`src/rtl/spike_aer_pkg.sv`:
```
// Shared types and constants for the spike address-event encoder.
//   state_t : output serialiser states
//   entry_t : one queued event {timestamp byte, neuron mask byte}
package spike_aer_pkg;
    localparam int BYTE_W  = 8;
    localparam int ENTRY_W = 16;

    typedef enum logic [1:0] {
        IDLE      = 2'd0,
        SEND_TS   = 2'd1,
        SEND_MASK = 2'd2
    } state_t;

    typedef struct packed {
        logic [BYTE_W-1:0] ts;
        logic [BYTE_W-1:0] mask;
    } entry_t;
endpackage

```
`src/rtl/spike_event_fifo.sv`:
```
// Synchronous event FIFO with first-word fall-through head.
//   clk, rst_n : clock, synchronous active-low reset
//   push, data_in : write request and entry (ignored when full with no pop)
//   pop        : remove head (ignored when empty)
//   full, empty, count : occupancy status
//   head       : current oldest entry, valid whenever !empty
module spike_event_fifo
    import spike_aer_pkg::*;
#(
    parameter int DEPTH = 4,
    parameter int W     = ENTRY_W
) (
    input  logic                       clk,
    input  logic                       rst_n,
    input  logic                       push,
    input  logic [W-1:0]               data_in,
    input  logic                       pop,
    output logic                       full,
    output logic                       empty,
    output logic [$clog2(DEPTH):0]     count,
    output logic [W-1:0]               head
);
    localparam int AW = $clog2(DEPTH);
    localparam int CW = AW + 1;

    logic [W-1:0]  mem [DEPTH];
    logic [AW-1:0] wr_ptr, rd_ptr;
    logic          do_push, do_pop;

    assign full    = (count == CW'(DEPTH));
    assign empty   = (count == '0);
    assign do_pop  = pop && !empty;
    // A full FIFO still accepts a write when the head leaves in the same cycle.
    assign do_push = push && (!full || do_pop);
    assign head    = mem[rd_ptr];

    always_ff @(posedge clk) begin
        if (do_push) mem[wr_ptr] <= data_in;
    end

    always_ff @(posedge clk) begin
        if (!rst_n) begin
            wr_ptr <= '0;
            rd_ptr <= '0;
            count  <= '0;
        end else begin
            if (do_push) wr_ptr <= wr_ptr + AW'(1);
            if (do_pop)  rd_ptr <= rd_ptr + AW'(1);
            case ({do_push, do_pop})
                2'b10:   count <= count + CW'(1);
                2'b01:   count <= count - CW'(1);
                default: count <= count;
            endcase
        end
    end
endmodule

```
`src/rtl/spike_aer_encoder.sv`:
```
// Spike address-event encoder: rising-edge detect on the neuron spike lines,
// timestamp each cycle's event set, queue it, and serialise it as two bytes
// (timestamp, then mask) over a valid/ready byte interface.
//   clk, rst_n      : clock, synchronous active-low reset
//   ena             : enables timestamp advance and event capture
//   spike_in        : neuron spike levels
//   out_ready       : consumer accepts the byte this cycle
//   out_valid/out_data : serialised event byte stream
//   overflow        : sticky, an event was dropped because the FIFO was full
//   clear_overflow  : clears overflow (a same-cycle drop wins)
//   fifo_count      : current FIFO occupancy
module spike_aer_encoder
    import spike_aer_pkg::*;
#(
    parameter int NUM_NEURONS = 4,
    parameter int TS_WIDTH    = 8,
    parameter int FIFO_DEPTH  = 4
) (
    input  logic                          clk,
    input  logic                          rst_n,
    input  logic                          ena,
    input  logic [NUM_NEURONS-1:0]        spike_in,
    input  logic                          out_ready,
    output logic                          out_valid,
    output logic [BYTE_W-1:0]             out_data,
    output logic                          overflow,
    input  logic                          clear_overflow,
    output logic [$clog2(FIFO_DEPTH):0]   fifo_count
);
    localparam int CW = $clog2(FIFO_DEPTH) + 1;

    logic [NUM_NEURONS-1:0] spike_prev, rise;
    logic [TS_WIDTH-1:0]    ts;
    state_t                 state, state_next;
    entry_t                 new_entry, head;
    logic                   full, empty;
    logic                   push_req, push_acc, pop, drop, remain;

    assign rise      = spike_in & ~spike_prev;
    assign new_entry = '{ts: BYTE_W'(ts), mask: BYTE_W'(rise)};

    assign pop      = (state == SEND_MASK) && out_ready;
    assign push_req = ena && (rise != '0);
    assign push_acc = push_req && (!full || pop);
    assign drop     = push_req && !push_acc;
    // Something is still queued after this cycle's pop, counting a same-cycle push.
    assign remain   = (fifo_count > CW'(1)) || push_acc;

    // spike_prev tracks the lines even while disabled, so edges seen during
    // ena=0 never turn into late events.
    always_ff @(posedge clk) begin
        if (!rst_n) begin
            spike_prev <= '0;
            ts         <= '0;
            overflow   <= 1'b0;
        end else begin
            spike_prev <= spike_in;
            if (ena) ts <= ts + TS_WIDTH'(1);
            if (drop)                overflow <= 1'b1;
            else if (clear_overflow) overflow <= 1'b0;
        end
    end

    spike_event_fifo #(
        .DEPTH (FIFO_DEPTH),
        .W     (ENTRY_W)
    ) u_fifo (
        .clk     (clk),
        .rst_n   (rst_n),
        .push    (push_acc),
        .data_in (new_entry),
        .pop     (pop),
        .full    (full),
        .empty   (empty),
        .count   (fifo_count),
        .head    (head)
    );

    always_ff @(posedge clk) begin
        if (!rst_n) state <= IDLE;
        else        state <= state_next;
    end

    always_comb begin
        state_next = state;
        case (state)
            IDLE:      if (!empty)    state_next = SEND_TS;
            SEND_TS:   if (out_ready) state_next = SEND_MASK;
            SEND_MASK: if (out_ready) state_next = remain ? SEND_TS : IDLE;
            default:                  state_next = IDLE;
        endcase
    end

    always_comb begin
        out_valid = 1'b0;
        out_data  = '0;
        case (state)
            SEND_TS: begin
                out_valid = 1'b1;
                out_data  = head.ts;
            end
            SEND_MASK: begin
                out_valid = 1'b1;
                out_data  = head.mask;
            end
            default: ;
        endcase
    end
endmodule

```
`config.mk`:
```
export PLATFORM = sky130hd
export DESIGN_NAME = spike_aer_encoder
export DESIGN_NICKNAME = d
export VERILOG_FILES = /design/src/rtl/spike_aer_pkg.sv /design/src/rtl/spike_event_fifo.sv /design/src/rtl/spike_aer_encoder.sv
export SDC_FILE = /design/constraint.sdc
export NUM_CORES = 1
export LEC_CHECK = 0
export ABC_AREA = 1
export CAP_MARGIN = 20
export CELL_PAD_IN_SITES_DETAIL_PLACEMENT = 1
export CELL_PAD_IN_SITES_GLOBAL_PLACEMENT = 2
export CORE_ASPECT_RATIO = 0.75
export CORE_MARGIN = 1
export CORE_UTILIZATION = 39
export DETAILED_ROUTE_END_ITERATION = 10
export PLACE_DENSITY = 0.83
export SKIP_LAST_GASP = 1
export SLEW_MARGIN = 20
export SYNTH_ARGS = -nofsm -noshare
export SYNTH_HDL_FRONTEND = slang
export SYNTH_HIERARCHICAL = 1
export SYNTH_SLANG_ARGS = --single-unit
```
`constraint.sdc`:
```
create_clock -name clk -period 2.4 [get_ports clk]
set_input_delay 0.6 -clock clk [delete_from_list [all_inputs] [get_ports clk]]
set_output_delay 0.6 -clock clk [all_outputs]
set_load 0.01 [all_outputs]
```
==> impl_metrics.env <==
export IMPL_yosys_warnings=6
export IMPL_critPathKind="reg2out"
export IMPL_endpoint_kind="output port"
export IMPL_io_buffers=21
export IMPL_fin_nets=460
export IMPL_p_seq_share_pct=46.7
export IMPL_dr_max_layer_used="met4"
export IMPL_final_cell_mix="64 x edfxtp_1, 53 x nor2_1, 52 x nand2_1"
export IMPL_synth_seq_cells=88
export IMPL_dr_pass1_iters=4
export IMPL_critPathArrivalTime_ns=1.70
export IMPL_fin_skew_ns=0.003206
export IMPL_fin_cells=571
export IMPL_drt_iter0_drc=94
export IMPL_via_count=2746
export IMPL_cts_path_max_buffers=2
export IMPL_grt_first_pass_wirelength_um=14080
export IMPL_routabilityCongestion=0.7535
export IMPL_cp_slowest_cell="dfxtp_1"
export IMPL_synth_area_um2=3754
export IMPL_fill_cells=1046
export IMPL_cts_root_buf="clkbuf_16"
export IMPL_clkLatencyLatePin_ns=0.34
export IMPL_numCtsBuffers=9
export IMPL_period_minus_slack_ns=2.303
export IMPL_clkTransAtPathRegs_ns=0.06
export IMPL_grt_pass1_vias=2724
export IMPL_io_pins=22
export IMPL_antennaDiodeCount=0
export IMPL_cap_violations=0
export IMPL_numClockSinks=88
export IMPL_post_drt_wl_per_cell_um=15.48
export IMPL_max_freq_ghz=0.4343
export IMPL_overflow=0
export IMPL_fp_dieArea_um2=10020
export IMPL_netSwitchingPower_mw=1.071
export IMPL_start_util_pct=40.82
export IMPL_antenna_found_initial=0
export IMPL_syn_to_final_growth_pct=25.97
export IMPL_ys_seq_area_share_pct=64.00
export IMPL_grt_start_max_net_pins=21
export IMPL_rsz0062_at_grt="yes"
export IMPL_die_h_um=86.96
export IMPL_dpl_hpwl_um=6379
export IMPL_cp_slowest_stage_delay_ns=0.35
export IMPL_synth_cell_type_count=26
export IMPL_wirelength_met1_um=4136
export IMPL_start_kind="flip-flop"
export IMPL_hold_class="reg2reg"
export IMPL_intPower_mw=2.766
export IMPL_core_um2=9196
export IMPL_pwr_share_clk_pct=31.9
export IMPL_final_common_cell="edfxtp_1"
export IMPL_p_per_area_nw_per_um2=811.6
export IMPL_post_route_util_pct=51.42
export IMPL_ys_flop_type="edfxtp_1"
export IMPL_viasPerCell=4.809
export IMPL_cp_cell_sequence="buf_4, inv_2, buf_6, o21ai_1, o22ai_1, nand2_1, a21oi_1, buf_2"
export IMPL_finalMaxSlewViolations=0
export IMPL_dr_wl_met3_um=263
export IMPL_h_tree_depth=3
export IMPL_post_cts_buffers=0
export IMPL_final_hold_violation_count=0
export IMPL_drc=0
export IMPL_sw_frac_of_total_pct=27.91
export IMPL_combPwrFrac_pct=21.4
export IMPL_wl_um=8837
export IMPL_hold_buffers=0
export IMPL_leakage_nw=1.919
export IMPL_synth_avg_cell_area_um2=10.26
export IMPL_setup_tns_ns=0
export IMPL_setup_viol=0
export IMPL_critPathMaxFanout=10
export IMPL_cts_tree="built"
export IMPL_dp_cells=556
export IMPL_die_w_um=115.3
export IMPL_ir_drop_mv=0.3797
export IMPL_async_flop_share_pct=0
export IMPL_cp_required_ns=1.80
export IMPL_grtUsageTotal_pct=19.52
export IMPL_ant_nets=0
export IMPL_syn_inst=366
export IMPL_wl_met2_um=4277
export IMPL_fin_crit_sh_pct=95.95
export IMPL_status="finished clean"
export IMPL_drive_gt1_share_pct=18.06
export IMPL_rows=30
export IMPL_synth_edf_count=64
==> timing repair <==
action                                 CTS  global route
setup endpoints to repair                8            10
endpoints found under the hold margin    0             0
pin swaps                                1             1
resized for setup                       16            22
==> worst max-delay path: cells and delay by family, from the launching register on <==
kind,cells,cell delay (ns)
flip-flops,1,0.35
AO/OA/AOI/OAI,3,0.41
AND/OR/NAND/NOR,1,0.09
buffers and inverters,4,0.52
==> registers in the layout, summed over array words and instances (netlist names), named ones only <==
name           cells
u_fifo/rd_ptr      2
ts                 8
overflow           1
u_fifo/wr_ptr      2
state              2
spike_prev         4
u_fifo/count       3
u_fifo/mem        64
==> stage by stage <==
stage                     power [mW]  area (µm²)  hold WS, ns  worst slack [ns]
after floorplan                2.228        3810       0.4591            0.1847
after global placement         2.633        4477       0.4784           -0.1637
after global routing           4.027        4728       0.5104          -0.03469
after detailed placement       2.665        4477       0.4871           -0.2231
after CTS                      3.878        4731       0.4958          -0.07451
final                          3.838        4728       0.4909           0.09719
==> power groups by stage <==
stage	Combinational, mW	Clock, mW	Sequential, mW
finish	0.820	1.23	1.79
global route	0.918	1.31	1.80
CTS	0.829	1.26	1.79
detailed placement	0.841	0	1.82
global placement	0.818	0	1.82
floorplan	0.415	0	1.81
==> metal layers <==
metal  up-vias  global-route usage (%)
met5         -                       0
met4         0                   7.792
met3        15                   5.219
met2        35                   32.42
met1      1343                   24.34
li1       1353                       -
==> logic make-up (layout without fill, tap and decap cells) <==
| group | Yosys count | in the layout | synth area share, % |
|---|---|---|---|
| buffers and inverters | 63 | 125 | 7.133 |
| and+or+nand+nor | 125 | 125 | 13.67 |
| AOI/OAI and AO/OA | 77 | 77 | 10.90 |
| adders and majority gates | 12 | 12 | 4.200 |
| other | 1 | 16 | 0.09990 |
| DFF | 88 | 88 | 64.00 |
==> cell usage after synthesis, drive strengths merged (4+ instances only) <==
cell / instances / share of area (%)
ha: 11 / 3.7
nor2: 55 / 5.8
buf: 11 / 1.9
edfxtp: 64 / 51
o21ai: 39 / 5.2
nand2: 56 / 5.9
a21oi: 22 / 3.0
nor3: 4 / 0.53
o22ai: 16 / 2.7
dfxtp: 24 / 13
nand3: 9 / 1.3
inv: 51 / 5.1
==> worst paths after layout <==
check / from / endpoint / slack, ns / cells after the start
min reg2reg: u_fifo/rd_ptr[1] / u_fifo/rd_ptr[1] / 0.49 / 2
max: flip-flop / out_data[4] / 0.1 / 8
min: u_fifo/rd_ptr[1] / u_fifo/rd_ptr[1] / 0.49 / 2
max reg2reg: state[0] / u_fifo/count[2] / 0.25 / 16
==> area by class of cell <==
type                       count  area (µm²)  area share [%]
sequential                    88        2407           50.91
multi-input combinational    230        1167           24.69
timing repair buffer          59       546.8           11.56
clock buffer                  11       232.7           4.922
inverter                      51       191.4           4.049
tap                          128       160.2           3.387
clock inverter                 4       22.52          0.4763
Note: power is estimated with default switching activity, not from simulation.
